<file path="config.mk">
export PLATFORM = sky130hd
export DESIGN_NAME = imem_loader_flat
export DESIGN_NICKNAME = d
export VERILOG_FILES = /design/src/rtl/imem_loader_if.sv /design/src/rtl/imem_loader.sv /design/src/flat_wrapper.sv
export SDC_FILE = /design/constraint.sdc
export NUM_CORES = 1
export LEC_CHECK = 0
export BUFFER_PORTS_ARGS = -buffer_cell sky130_fd_sc_hd__buf_2
export CORE_ASPECT_RATIO = 1.4
export CORE_MARGIN = 2
export CORE_UTILIZATION = 59
export DETAILED_ROUTE_END_ITERATION = 7
export GPL_TIMING_DRIVEN = 0
export HOLD_SLACK_MARGIN = 0.12
export PLACE_DENSITY = 0.87
export SETUP_SLACK_MARGIN = 0.02
export SLEW_MARGIN = 0
export SYNTH_ARGS = -nofsm -noshare
export SYNTH_HDL_FRONTEND = slang
export SYNTH_SLANG_ARGS = --single-unit
</file>
<file path="constraint.sdc">
create_clock -name clk -period 3.14 [get_ports clk]
set_input_delay 0.157 -clock clk [delete_from_list [all_inputs] [get_ports clk]]
set_output_delay 0.157 -clock clk [all_outputs]
set_load 0.01 [all_outputs]
</file>
<file path="src/rtl/imem_loader_if.sv">
// Stream-in and IMEM-write bus of the program loader.
// The slave side is the loader. The master side is whoever feeds bytes and owns the memory.
interface imem_loader_if #(
  parameter int ADDR_W = 12
) ();
  logic              in_valid;
  logic [7:0]        in_data;
  logic              in_ready;
  logic              mem_we;
  logic [ADDR_W-1:0] mem_addr;
  logic [7:0]        mem_wdata;

  modport master (
    output in_valid, in_data,
    input  in_ready, mem_we, mem_addr, mem_wdata
  );

  modport slave (
    input  in_valid, in_data,
    output in_ready, mem_we, mem_addr, mem_wdata
  );
endinterface

</file>
<file path="src/rtl/imem_loader.sv">
// Framed byte-stream loader for the instruction memory: MAGIC, 16-bit word count, payload, checksum.
// Keeps the core in reset until a frame with a good checksum has been written.
module imem_loader #(
  parameter int          ADDR_W  = 12,
  parameter logic [7:0]  MAGIC   = 8'hA5,
  parameter logic [15:0] TIMEOUT = 16'd50000
) (
  input  logic              clk,
  input  logic              rst_n,
  imem_loader_if.slave      bus,
  input  logic              restart,
  output logic              core_rst_n,
  output logic              done,
  output logic              error,
  output logic [ADDR_W-2:0] words_loaded
);

  localparam logic [2:0] S_IDLE   = 3'd0;
  localparam logic [2:0] S_LEN_HI = 3'd1;
  localparam logic [2:0] S_LEN_LO = 3'd2;
  localparam logic [2:0] S_DATA   = 3'd3;
  localparam logic [2:0] S_CHECK  = 3'd4;
  localparam logic [2:0] S_DONE   = 3'd5;
  localparam logic [2:0] S_ERROR  = 3'd6;

  localparam logic [15:0] MAX_WORDS = 16'(2 ** (ADDR_W - 2));
  localparam logic [15:0] TMO_LAST  = TIMEOUT - 16'd1;

  logic [2:0]        state_q, state_d;
  logic [7:0]        len_hi_q, len_hi_d;
  logic [ADDR_W-2:0] nwords_q, nwords_d;
  logic [ADDR_W-1:0] cnt_q, cnt_d;
  logic [7:0]        csum_q, csum_d;
  logic [15:0]       tmo_q, tmo_d;
  logic              mem_we_q, mem_we_d;
  logic [ADDR_W-1:0] mem_addr_q, mem_addr_d;
  logic [7:0]        mem_wdata_q, mem_wdata_d;
  logic              core_rst_n_q, core_rst_n_d;
  logic              done_q, done_d;
  logic              error_q, error_d;
  logic [ADDR_W-2:0] words_q, words_d;

  logic              in_ready;
  logic              accept;
  logic              active;
  logic              tmo_fire;
  logic [15:0]       frame_len;
  logic [ADDR_W-1:0] last_idx;

  assign in_ready  = (state_q != S_DONE) && (state_q != S_ERROR);
  assign accept    = bus.in_valid && in_ready;
  assign active    = (state_q == S_LEN_HI) || (state_q == S_LEN_LO) ||
                     (state_q == S_DATA)   || (state_q == S_CHECK);
  assign tmo_fire  = (TIMEOUT != 16'd0) && active && (tmo_q == TMO_LAST);
  assign frame_len = {len_hi_q, bus.in_data};
  // For the largest frame 4*N wraps to zero, so minus one still lands on the top address.
  assign last_idx  = {nwords_q[ADDR_W-3:0], 2'b00} - ADDR_W'(1);

  always_comb begin
    state_d      = state_q;
    len_hi_d     = len_hi_q;
    nwords_d     = nwords_q;
    cnt_d        = cnt_q;
    csum_d       = csum_q;
    tmo_d        = '0;
    mem_we_d     = 1'b0;
    mem_addr_d   = mem_addr_q;
    mem_wdata_d  = mem_wdata_q;
    core_rst_n_d = core_rst_n_q;
    done_d       = done_q;
    error_d      = error_q;
    words_d      = words_q;

    if (restart) begin
      state_d      = S_IDLE;
      core_rst_n_d = 1'b0;
      done_d       = 1'b0;
      error_d      = 1'b0;
      cnt_d        = '0;
      csum_d       = '0;
    end else if (tmo_fire) begin
      state_d = S_ERROR;
      error_d = 1'b1;
    end else if (accept) begin
      case (state_q)
        S_IDLE: begin
          if (bus.in_data == MAGIC) state_d = S_LEN_HI;
        end
        S_LEN_HI: begin
          len_hi_d = bus.in_data;
          state_d  = S_LEN_LO;
        end
        S_LEN_LO: begin
          if ((frame_len == 16'd0) || (frame_len > MAX_WORDS)) begin
            state_d = S_ERROR;
            error_d = 1'b1;
          end else begin
            nwords_d = frame_len[ADDR_W-2:0];
            cnt_d    = '0;
            csum_d   = '0;
            state_d  = S_DATA;
          end
        end
        S_DATA: begin
          mem_we_d    = 1'b1;
          mem_addr_d  = cnt_q;
          mem_wdata_d = bus.in_data;
          csum_d      = csum_q + bus.in_data;
          cnt_d       = cnt_q + ADDR_W'(1);
          if (cnt_q == last_idx) state_d = S_CHECK;
        end
        S_CHECK: begin
          if (bus.in_data == csum_q) begin
            state_d      = S_DONE;
            done_d       = 1'b1;
            core_rst_n_d = 1'b1;
            words_d      = nwords_q;
          end else begin
            state_d = S_ERROR;
            error_d = 1'b1;
          end
        end
        default: state_d = S_IDLE;
      endcase
    end else if (active) begin
      tmo_d = tmo_q + 16'd1;
    end
  end

  always_ff @(posedge clk or negedge rst_n) begin
    if (!rst_n) begin
      state_q      <= S_IDLE;
      len_hi_q     <= '0;
      nwords_q     <= '0;
      cnt_q        <= '0;
      csum_q       <= '0;
      tmo_q        <= '0;
      mem_we_q     <= 1'b0;
      mem_addr_q   <= '0;
      mem_wdata_q  <= '0;
      core_rst_n_q <= 1'b0;
      done_q       <= 1'b0;
      error_q      <= 1'b0;
      words_q      <= '0;
    end else begin
      state_q      <= state_d;
      len_hi_q     <= len_hi_d;
      nwords_q     <= nwords_d;
      cnt_q        <= cnt_d;
      csum_q       <= csum_d;
      tmo_q        <= tmo_d;
      mem_we_q     <= mem_we_d;
      mem_addr_q   <= mem_addr_d;
      mem_wdata_q  <= mem_wdata_d;
      core_rst_n_q <= core_rst_n_d;
      done_q       <= done_d;
      error_q      <= error_d;
      words_q      <= words_d;
    end
  end

  assign bus.in_ready  = in_ready;
  assign bus.mem_we    = mem_we_q;
  assign bus.mem_addr  = mem_addr_q;
  assign bus.mem_wdata = mem_wdata_q;
  assign core_rst_n    = core_rst_n_q;
  assign done          = done_q;
  assign error         = error_q;
  assign words_loaded  = words_q;

endmodule

</file>
<file path="src/flat_wrapper.sv">
// flat-port wrapper written by rule: the top's interface ports become plain ports
module imem_loader_flat 
#(
  parameter int          ADDR_W  = 12,
  parameter logic [7:0]  MAGIC   = 8'hA5,
  parameter logic [15:0] TIMEOUT = 16'd50000
)
  (clk, rst_n, restart, core_rst_n, done, error, words_loaded, bus_in_valid, bus_in_data, bus_in_ready, bus_mem_we, bus_mem_addr, bus_mem_wdata);
  imem_loader_if #(.ADDR_W(ADDR_W)) bus_i ();
  input  logic clk;
  input  logic rst_n;
  input  logic restart;
  output logic core_rst_n;
  output logic done;
  output logic error;
  output logic [ADDR_W-2:0] words_loaded;
  input wire logic [$bits(bus_i.in_valid)-1:0] bus_in_valid;
  input wire logic [$bits(bus_i.in_data)-1:0] bus_in_data;
  output wire logic [$bits(bus_i.in_ready)-1:0] bus_in_ready;
  output wire logic [$bits(bus_i.mem_we)-1:0] bus_mem_we;
  output wire logic [$bits(bus_i.mem_addr)-1:0] bus_mem_addr;
  output wire logic [$bits(bus_i.mem_wdata)-1:0] bus_mem_wdata;
  assign bus_i.in_valid = bus_in_valid;
  assign bus_i.in_data = bus_in_data;
  assign bus_in_ready = bus_i.in_ready;
  assign bus_mem_we = bus_i.mem_we;
  assign bus_mem_addr = bus_i.mem_addr;
  assign bus_mem_wdata = bus_i.mem_wdata;
  imem_loader #(.ADDR_W(ADDR_W), .MAGIC(MAGIC), .TIMEOUT(TIMEOUT)) u_core (.clk(clk), .rst_n(rst_n), .bus(bus_i), .restart(restart), .core_rst_n(core_rst_n), .done(done), .error(error), .words_loaded(words_loaded));
endmodule
</file>
==> reports/qor.csv, run 1 <==
metric;value;unit
outcome;finished, final reports clean;
synthesis.nets;442;
synth_edf_count;0;
rsz0062_at_grt;false;
placed_cell_area;5020;um^2
async_flop_share;1.00;
maxSlewHeadroom;0.594;
tritoncts;done;
worstHoldPathType;in2reg;
irDropWorstVdd;0.464;mV
syn_area;4640;um^2
root_buffer;clkbuf_8;
syn_to_final_growth;13.4;%
port-buffer-count;46;
ant_nets;0;
avgSynthCellArea;11.1;um^2
grt_pass1_vias;3519;
startpoint_type;input pin;
cp_num_buf_inv;3;
drv_cap;0;
fin_nets;506;
required;3.39;ns
endpoint_kind;flip-flop;
core_area;7700;um^2
wl_per_cell;17.7;um
maxSlewViolCount;0;
dieArea;8600;um^2
powerDensity;637;nW/um^2
cts_buffers;9;
syn_inst;419;
dr_total_vias;3478;
max_slew.worst_pin.slew;0.609;ns
worstPathArrival;3.06;ns
start_util;0.602;
final-setup-viol-count;0;
drtPass1Iterations;5;
clock_sinks;92;
antenna_cells;0;
place_ws;0.399;ns
grt_max_degree;59;
worst_path_max_delay_cell;dlygate4sd3_1;
wl;10400;um
gp_congestion;0.856;
htreeDepth;3;
cpPeakStageDelay;0.54;ns
hpwlAfterDp;7320;um
track_usage;0.259;
fin_crit;2.81;ns
fmax;356;MHz
vias_per_cell;5.91;
grt_pass1_wl;16900;um
synth.distinct_cells;55;
layout-drive-gt1-share;0.156;
regArea;2300;um^2
die_w;78.9;um
crit_top_cell;buf_2;
setup_ws;0.332;ns
die_h;109;um
postLayoutCellArea;5260;um^2
synth_seq_cells;92;
multi_input_area;2220;um^2
num_rows;38;
clk_pin_slew;0.08;ns
insertion_delay;0.37;ns
ioPinCount;48;
path_class;in2reg;
nFillCells;591;
grt-ovfl-total;0;
fin_crit_sh;0.894;
p_leak;0.00257;uW
synth_ff_type;dfrtp_1;
fin_tns_setup;0;ns
finalClockSkew;0.0122;ns
yosysWarnings;0;
critPathMaxFanout;10;
drtIter0Drc;219;
hold_viol_final;0;
synth-seq-area-share;0.496;
antenna_found_initial;0;
path_delay_family;simple AND/OR/NAND/NOR gates;
drc;0;
path_cells;dlygate4sd3_1 > buf_2 > ha_1 > nor4_1 > nand2_1 > nor4_2 > nand3_1 > nor2_1 > buf_2 > mux2_1;
cts_buffer_depth;2;
## cell families after synthesis
kind of cell / count (synthesis) / share of synthesized area
AO/OA/AOI/OAI: 62 / 0.0914
XOR/XNOR: 33 / 0.0623
adder cells (fa/ha/maj): 11 / 0.0313
buffers and inverters: 28 / 0.0267
flip-flops: 92 / 0.496
multiplexers: 57 / 0.138
AND/OR/NAND/NOR: 136 / 0.155
## Yosys cell counts (all sizes together), types with 2 or more instances
cell type / n / area (um^2)
a2111oi: 2 / 36.3
a21o: 6 / 45.0
a21oi: 11 / 58.8
a22o: 5 / 43.8
a31oi: 5 / 31.3
and2: 3 / 18.8
and3: 9 / 56.3
buf: 7 / 45.0
clkbuf: 13 / 48.8
dfrtp: 92 / 2300
ha: 10 / 125
inv: 8 / 30.0
mux2: 54 / 608
mux2i: 3 / 30.0
nand2: 28 / 105
nand2b: 5 / 31.3
nand3: 18 / 90.1
nand3b: 3 / 22.5
nand4: 8 / 65.1
nor2: 37 / 139
nor2b: 5 / 31.3
nor3: 6 / 30.0
nor4: 6 / 52.6
o211ai: 3 / 22.5
o21ai: 19 / 95.1
o31ai: 2 / 15.0
xnor2: 18 / 158
xor2: 15 / 131
## worst paths after layout
| kind | start | end | slack [ns] | cells past startpoint |
|---|---|---|---|---|
| worst max-delay path | bus_in_data[6] | u_core.words_loaded[9] | 0.33 | 10 |
| worst min-delay path | bus_in_data[2] | u_core.len_hi_q[2] | 0.15 | 2 |
| worst max register to register | u_core.state_q[2] | u_core.bus.mem_addr[11] | 0.33 | 8 |
| worst min register to register | u_core.tmo_q[0] | u_core.tmo_q[0] | 0.46 | 1 |
| max in group asynchronous | rst_n | u_core.nwords_q[5] | 2.20 | 3 |
| min in group asynchronous | rst_n | u_core.tmo_q[6] | 0.28 | 2 |
## registers in the layout, indices dropped and copies added, names as in the netlist
| signal | flops |
|---|---|
| u_core.bus.mem_addr | 12 |
| u_core.bus.mem_wdata | 8 |
| u_core.bus.mem_we | 1 |
| u_core.cnt_q | 12 |
| u_core.core_rst_n | 1 |
| u_core.csum_q | 8 |
| u_core.error | 1 |
| u_core.len_hi_q | 8 |
| u_core.nwords_q | 11 |
| u_core.state_q | 3 |
| u_core.tmo_q | 16 |
| u_core.words_loaded | 11 |
## layer usage
layer	vias up	track usage	wire (um)
li1	1617	-	-
met1	1734	0.315	4220
met2	102	0.433	5320
met3	25	0.0662	517
met4	0	0.123	328
met5	-	0	0
## cell usage in the layout, fill, tap and decap left out, types with 5 or more instances in the layout
master and count:
nor3_1 6, xnor2_1 18, nand2b_1 5, xor2_1 15, buf_2 48, nor2_1 37, a22o_1 5, clkbuf_8 10
and3_1 9, nand2_1 28, inv_1 8, o21ai_1 10, mux2_1 52, clkbuf_1 15, dfrtp_1 92, nor2b_1 5
a21o_1 6, nand3_1 18, ha_1 10, o21ai_0 9, a21oi_1 10, a31oi_1 5, nand4_1 7, dlygate4sd3_1 6
## timing repair
| action | 4_1_cts | 5_1_grt |
|---|---|---|
| hold buffers | 6 | 0 |
| setup buffers | 0 | 0 |
| endpoints found under the hold margin | 43 | 0 |
| setup endpoints to repair | 0 | 5 |
| gates resized for setup | 0 | 1 |
## where the power goes
part           switching (uW)  internal [uW]  total (uW)
logic                     594            477        1070
clock network             410            307         717
registers                 189           1380        1570
total                    1190           2160        3350
## final cells by class
cell class | count | share of cell area
Sequential cell | 92 | 0.438
Multi-Input combinational cell | 299 | 0.422
Timing Repair Buffer | 53 | 0.0609
Clock buffer | 12 | 0.0276
Tap cell | 100 | 0.0238
Buffer | 20 | 0.0178
Inverter | 8 | 0.00571
Clock inverter | 4 | 0.00476
## worst register-to-register path, cell delays in order (launching register included)
cell      delay, ns
dfrtp_1        0.36
clkbuf_1       0.21
nor2b_1        0.39
nand2_1        0.13
nor2_1         0.21
and3_1         0.21
clkbuf_1       0.47
buf_2          0.37
mux2_1         0.35
## through the flow
stage | instances | util | power, uW | hold WS (ns)
after global placement | 565 | 0.648 | 2570 | 0.423
after floorplan | 419 | - | 2320 | -0.139
after detailed placement | 566 | 0.652 | 2640 | 0.142
final | 588 | 0.683 | 3350 | 0.147
after global routing | 588 | 0.683 | 3550 | 0.126
after CTS | 588 | 0.682 | 3360 | 0.126
Note: power is estimated with default switching activity, not from simulation.
==> inputs of run 2 (changes only) <==
--- a/config.mk
+++ b/config.mk
@@ -8,11 +8,11 @@
 export BUFFER_PORTS_ARGS = -buffer_cell sky130_fd_sc_hd__buf_2
 export CORE_ASPECT_RATIO = 1.4
 export CORE_MARGIN = 2
-export CORE_UTILIZATION = 59
+export CORE_UTILIZATION = 60
 export DETAILED_ROUTE_END_ITERATION = 7
 export GPL_TIMING_DRIVEN = 0
 export HOLD_SLACK_MARGIN = 0.12
-export PLACE_DENSITY = 0.87
+export PLACE_DENSITY = 0.88
 export SETUP_SLACK_MARGIN = 0.02
 export SLEW_MARGIN = 0
 export SYNTH_ARGS = -nofsm -noshare
==> constraint.sdc (replaced) <==
create_clock -name clk -period 3.4 [get_ports clk]
set_input_delay 0.17 -clock clk [delete_from_list [all_inputs] [get_ports clk]]
set_output_delay 0.17 -clock clk [all_outputs]
set_load 0.01 [all_outputs]
==> run 2 against run 1 <==
Against the previous run:
- cell area is essentially flat
- clock skew shrank 0.0020 ns
- core utilization rose by 2.7 points
- largest cell class unchanged
- critical path type is now reg2reg
- critical path depth shrank 2
- global-route usage grew 0.31 points
- largest power group unchanged
- count of clock-buffer cells in the layout decreased by 1
- setup slack better by 0.25 ns
- non-clock buffer count shrank 4
- sequential power shrank 8%
==> reports/qor.csv, run 2 (synthesized netlist as in run 1, its figures left out) <==
metric;value;unit;change
drc;0;;unchanged
grt-ovfl-total;0;;unchanged
internal-power;2140;uW;-1.1%
ioPinCount;48;;unchanged
final_common_cell;dfrtp_1;;
p_leak;0.00258;uW;+0.44%
max_slew.worst_pin.slew;0.637;ns;+0.0280 ns
required;3.65;ns;+0.26 ns
path_class;reg2reg;;
layout-drive-gt1-share;0.157;;+0.00129
fin_crit_sh;0.829;;
hold_viol_final;0;;unchanged
track_usage;0.262;;+0.00310
die_w;78.3;um;-0.80%
dr_total_vias;3530;;+1.5%
antenna_found_initial;0;;unchanged
antenna_cells;0;;unchanged
final-setup-viol-count;0;;unchanged
die_h;108;um;-0.81%
mostFrequentLayoutCells;dfrtp_1 (92), mux2_1 (52), buf_2 (48);;
drtPass1Iterations;4;;-1
maxSlewHeadroom;0.575;;-0.0187
fin_tns_setup;0;ns;unchanged
gp_congestion;0.908;;+6.1%
grt_pass1_vias;3552;;+0.94%
p_switching;1100;uW;-7.7%
outcome;finished, final reports clean;;
largest_reg_flops;16;;unchanged
regMostFlops;u_core.tmo_q;;
ant_nets;0;;unchanged
finalClockSkew;0.0102;ns;-0.00198 ns
rsz0062_at_grt;false;;
wl;10300;um;-0.59%
fin_crit;2.82;ns;
p_sw_frac;0.340;;-0.0157
endpoint_kind;flip-flop;;
core_area;7410;um^2;-3.8%
worstPathArrival;3.07;ns;about the same
syn_to_final_growth;13.3;%;about the same
grt_pass1_wl;17100;um;+1.1%
dieArea;8460;um^2;-1.6%
port-buffer-count;46;;unchanged
critPathMaxFanout;10;;unchanged
place_ws;0.632;ns;+0.234 ns
fin_nets;502;;-0.79%
drtIter0Drc;197;;-10%
tritoncts;done;;
startpoint_type;flip-flop;;
insertion_delay;0.37;ns;about the same
root_buffer;clkbuf_8;;
fmax;355;MHz;
nFillCells;543;;-8.1%
wl_per_cell;17.8;um;+0.61%
cts_buffer_depth;2;;unchanged
grt_max_degree;72;;+22%
setup_ws;0.581;ns;+0.249 ns
cts_buffers;9;;unchanged
num_rows;37;;-2.6%
vias_per_cell;6.08;;+2.7%
clock_sinks;92;;unchanged
power_frac_seq;0.447;;-0.020
combPwrFrac;0.307;;-0.012
irDropWorstVdd;0.468;mV;+0.93%
htreeDepth;3;;unchanged
clk_pin_slew;0.09;ns;about the same
worstHoldPathType;in2reg;;
maxSlewViolCount;0;;unchanged
drv_cap;0;;unchanged
powerDensity;616;nW/um^2;-3.4%
clkPwrFrac;0.247;;+0.033
hpwlAfterDp;7250;um;-0.85%
start_util;0.626;;+0.0240
-- run 2: changes by cell type in the layout (fill, tap and decap cells not counted) --
cell	delta
bufinv_16	+2
clkbuf_1	-1
clkinv_2	+1
clkinvlp_4	-2
dlygate4sd3_1	-4
nor4_1	+1
nor4_2	-1
-- run 2: stage by stage --
step	util	power, uW	instance area [um^2]	hold WS, ns	std cells
3_3_place_gp	0.674	2370	4990	0.435	562
3_5_place_dp	0.678	2440	5020	0.0842	563
5_1_grt	0.710	3400	5260	0.134	581
6_report	0.710	3240	5260	0.134	581
2_1_floorplan	-	2150	4640	-0.126	419
4_1_cts	0.710	3250	5260	0.124	581
-- run 2: power by group through the flow --
stage	combinational (uW)	clock [uW]	sequential [uW]
2_1_floorplan	716	0	1430
3_3_place_gp	924	0	1450
3_5_place_dp	980	0	1460
4_1_cts	992	813	1440
5_1_grt	1080	853	1470
6_report	993	798	1450
-- run 2: layout make-up --
type / count / area, um^2 / area share
Buffer: 20 / 93.8 / 0.0178
Clock buffer: 11 / 141 / 0.0269
Clock inverter: 5 / 75.1 / 0.0143
Inverter: 8 / 30.0 / 0.00571
Multi-Input combinational cell: 299 / 2210 / 0.421
Sequential cell: 92 / 2300 / 0.438
Tap cell: 97 / 121 / 0.0231
Timing Repair Buffer: 49 / 280 / 0.0533
-- run 2: worst max-delay path, cell delays in order (launching register included) --
cell and delay [ns]:
dfrtp_1 0.37, clkbuf_1 0.22, nor2b_1 0.40, nand2_1 0.13, nor2_1 0.21, and3_1 0.21, clkbuf_1 0.46, buf_2 0.36
mux2_1 0.36
-- run 2: routing by layer --
layer / GRT usage / vias up / part of all wire
met5: 0 / - / 0
met3: 0.0518 / 29 / 0.064
met4: 0.149 / 0 / 0.040
met2: 0.448 / 133 / 0.51
met1: 0.308 / 1760 / 0.39
li1: - / 1608 / -
-- run 2: timing repair --
action | CTS | global route
resized for setup | 0 | 0
setup buffers | 0 | 0
hold buffers | 2 | 0
endpoints found under the hold margin | 94 | 0
-- run 2: final timing paths --
check                                   from                      end  slack (ns)  cells past startpoint
setup / recovery           u_core.state_q[2]  u_core.bus.mem_wdata[7]        0.58                      8
hold / removal                bus_in_data[0]       u_core.len_hi_q[0]        0.13                      2
setup reg to reg           u_core.state_q[2]  u_core.bus.mem_wdata[7]        0.58                      8
hold reg to reg              u_core.tmo_q[0]          u_core.tmo_q[0]        0.46                      1
max in group asynchronous              rst_n   u_core.words_loaded[9]        2.54                      3
min in group asynchronous              rst_n          u_core.tmo_q[5]        0.24                      2
==> inputs of run 3 (changes only) <==
--- a/config.mk
+++ b/config.mk
@@ -5,14 +5,15 @@
 export SDC_FILE = /design/constraint.sdc
 export NUM_CORES = 1
 export LEC_CHECK = 0
+export ABC_AREA = 1
 export BUFFER_PORTS_ARGS = -buffer_cell sky130_fd_sc_hd__buf_2
 export CORE_ASPECT_RATIO = 1.4
 export CORE_MARGIN = 2
-export CORE_UTILIZATION = 60
+export CORE_UTILIZATION = 54
 export DETAILED_ROUTE_END_ITERATION = 7
 export GPL_TIMING_DRIVEN = 0
 export HOLD_SLACK_MARGIN = 0.12
-export PLACE_DENSITY = 0.88
+export PLACE_DENSITY = 0.84
 export SETUP_SLACK_MARGIN = 0.02
 export SLEW_MARGIN = 0
 export SYNTH_ARGS = -nofsm -noshare
==> constraint.sdc (replaced) <==
create_clock -name clk -period 2.4 [get_ports clk]
set_input_delay 0.12 -clock clk [delete_from_list [all_inputs] [get_ports clk]]
set_output_delay 0.12 -clock clk [all_outputs]
set_load 0.01 [all_outputs]
==> run 3 against run 2 <==
Against the previous run:
- setup slack worse by 0.46 ns
- sequential power up 42%
- clock skew up 0.0023 ns
- die area up 21%
- sequential cell count unchanged
- maximum frequency up 24%
- count of clock-buffer cells in the layout down 1
- register-to-register slack worse by 0.46 ns
- via count up 25%
- critical path depth unchanged
- area after synthesis up 10%
- global-route usage down 1.2 points
- largest cell class is now multi-input combinational cells
- largest power group unchanged
==> reports/qor.csv, run 3 <==
metric;value;unit;change
clk_pin_slew;0.07;ns;-0.02 ns
rsz0062_at_grt;false;;
regMostFlops;u_core.tmo_q;;
fin_tns_setup;0;ns;unchanged
gp_congestion;0.913;;+0.53%
drc;0;;unchanged
p_leak;0.00309;uW;+19%
p_switching;1990;uW;+81%
hp-start;bus_in_data[5];;
drv_cap;0;;unchanged
synth.distinct_cells;37;;-33%
powerDensity;918;nW/um^2;+49%
yosys.area.top_type_share;0.451;;-0.0450
wl_per_cell;14.5;um;-18%
drtPass1Iterations;7;;+3
num_rows;42;;+14%
ioPinCount;48;;unchanged
fin_crit;2.28;ns;-0.541 ns
antenna_cells;0;;unchanged
worst_r2r_endpoint;u_core.words_loaded[9];;
internal-power;3390;uW;+58%
reg2reg_from;u_core.csum_q[4];;
die_h;119;um;+10%
grt-ovfl-total;0;;unchanged
setup_ws;0.122;ns;-0.459 ns
drtIter0Drc;331;;+68%
finalClockSkew;0.0125;ns;+0.00233 ns
syn_to_final_growth;14.8;%;
r2r_slack;0.12;ns;-0.46 ns
track_usage;0.250;;-0.0118
required;2.64;ns;-1.01 ns
grt_pass1_wl;20200;um;+18%
worstPathArrival;2.51;ns;-0.56 ns
layout-drive-gt1-share;0.181;;+0.0242
htreeDepth;3;;unchanged
insertion_delay;0.35;ns;-0.02 ns
critPathMaxFanout;10;;unchanged
fin_nets;730;;+45%
yosys.area.top_type;dfrtp_1;;
wl;11900;um;+16%
hold_viol_final;0;;unchanged
grt_pass1_vias;4408;;+24%
irDropWorstVdd;0.509;mV;+8.7%
clock_sinks;92;;unchanged
synth-seq-area-share;0.451;;-0.0450
power_frac_seq;0.382;;-0.065
synthesis.nets;669;;+51%
avgSynthCellArea;7.90;um^2;-29%
ant_nets;0;;unchanged
antenna_found_initial;0;;unchanged
clkPwrFrac;0.290;;+0.043
max_slew.worst_pin.slew;0.691;ns;+0.0543 ns
syn_area;5100;um^2;+10%
reg2reg_depth;8;;unchanged
dr_total_vias;4421;;+25%
synth_edf_count;0;;unchanged
holdPathEnd;u_core.nwords_q[5];;
maxSlewHeadroom;0.535;;-0.0404
hpwlAfterDp;8920;um;+23%
final-setup-viol-count;0;;unchanged
synth_area_leaders;dfrtp_1 (45%), nand2_1 (14%), inv_1 (4.6%);;
p_sw_frac;0.371;;+0.0307
start_util;0.549;;-0.0778
vias_per_cell;5.38;;-11%
final_common_cell;nand2_1;;
endpoint_kind;flip-flop;;
yosysWarnings;0;;unchanged
yosysMostFrequentCell;nand2_1;;
root_buffer;clkbuf_16;;
die_w;86.2;um;+10%
port-buffer-count;47;;+2.2%
path_class;reg2reg;;
largest_reg_flops;16;;unchanged
cts_buffer_depth;2;;unchanged
combPwrFrac;0.328;;+0.021
worstHoldPathType;in2reg;;
place_ws;0.217;ns;-0.415 ns
mostFrequentLayoutCells;nand2_1 (197), dfrtp_1 (92), inv_1 (63);;
tritoncts;done;;
cts_buffers;9;;unchanged
min_delay_path_depth;3;;+1
syn_inst;646;;+54%
async_flop_share;1.00;;unchanged
synth_seq_cells;92;;unchanged
cts_resized;0;;unchanged
fmax;439;MHz;+24%
core_area;9300;um^2;+26%
netlist_top_cells_count;nand2_1 (197), dfrtp_1 (92), inv_1 (63), nor2_1 (59), nand3_1 (42);;
startpoint_type;flip-flop;;
outcome;finished, final reports clean;;
fin_crit_sh;0.949;;+0.120
dieArea;10300;um^2;+21%
synth_ff_type;dfrtp_1;;
grt_max_degree;55;;-24%
maxSlewViolCount;0;;unchanged
run 3: cells by family (layout without fill, tap and decap cells):
group / after synthesis / count (layout) / share of synthesized area
AOI/OAI and AO/OA: 77 / 77 / 0.0890
xor gates and xnor gates: 18 / 18 / 0.0309
adders and majority gates: 11 / 11 / 0.0284
buffers and inverters: 85 / 151 / 0.0750
DFF: 92 / 92 / 0.451
and+or+nand+nor: 363 / 363 / 0.325
run 3: routing by layer:
metal	GRT usage	wire, um	part of all wire	vias to the layer above
met1	0.286	4740	0.40	2072
met2	0.444	6330	0.53	134
met4	0.134	428	0.036	0
met5	0	0	0	-
li1	-	-	-	2186
met3	0.0347	451	0.038	29
run 3: layout make-up:
type                            count  area (um^2)
Tap cell                          110          138
Fill cell                         794         3440
Buffer                             13          110
Multi-Input combinational cell    469         2420
Sequential cell                    92         2300
Inverter                           72          273
Timing Repair Buffer               50          285
Clock buffer                       10          239
Clock inverter                      6         95.1
run 3: metrics by stage:
step                      utilization  cells  instance area [um^2]  hold slack (ns)  total power [uW]
after floorplan                     -    646                  5100           -0.176              3340
after global placement          0.589    803                  5480            0.409              3740
after detailed placement        0.592    804                  5510            0.130              3810
after CTS                       0.630    822                  5860            0.170              5400
after global routing            0.630    822                  5860            0.182              5760
final                           0.630    822                  5860            0.179              5380
run 3: worst max path at each step:
stage / end / startpoint / cells past startpoint
CTS: u_core.words_loaded[9] / u_core.csum_q[4] / 8
floorplan: u_core.words_loaded[10] / u_core.csum_q[3] / 10
global route: u_core.words_loaded[7] / u_core.csum_q[4] / 8
detailed placement: u_core.words_loaded[10] / u_core.csum_q[3] / 10
global placement: u_core.words_loaded[9] / u_core.csum_q[3] / 10
finish: u_core.words_loaded[9] / u_core.csum_q[4] / 8
run 3: power groups by stage:
stage	Clock [uW]	Combinational (uW)	Sequential, uW
after floorplan	0	1310	2030
final	1560	1770	2060
after detailed placement	0	1740	2070
after global placement	0	1680	2060
after CTS	1580	1760	2050
after global routing	1640	2030	2080
run 3: timing repair:
item,4_1_cts,5_1_grt
endpoints found under the hold margin,39,0
setup buffers,0,0
hold buffers,2,0
run 3: worst max-delay path: stages (launching register included):
cell and delay (ns):
dfrtp_1 0.38, ha_1 0.36, nor3_1 0.32, nand3_1 0.16
nor2_1 0.48, nand2_4 0.16, buf_6 0.19, nand2_1 0.05
nand2_1 0.05
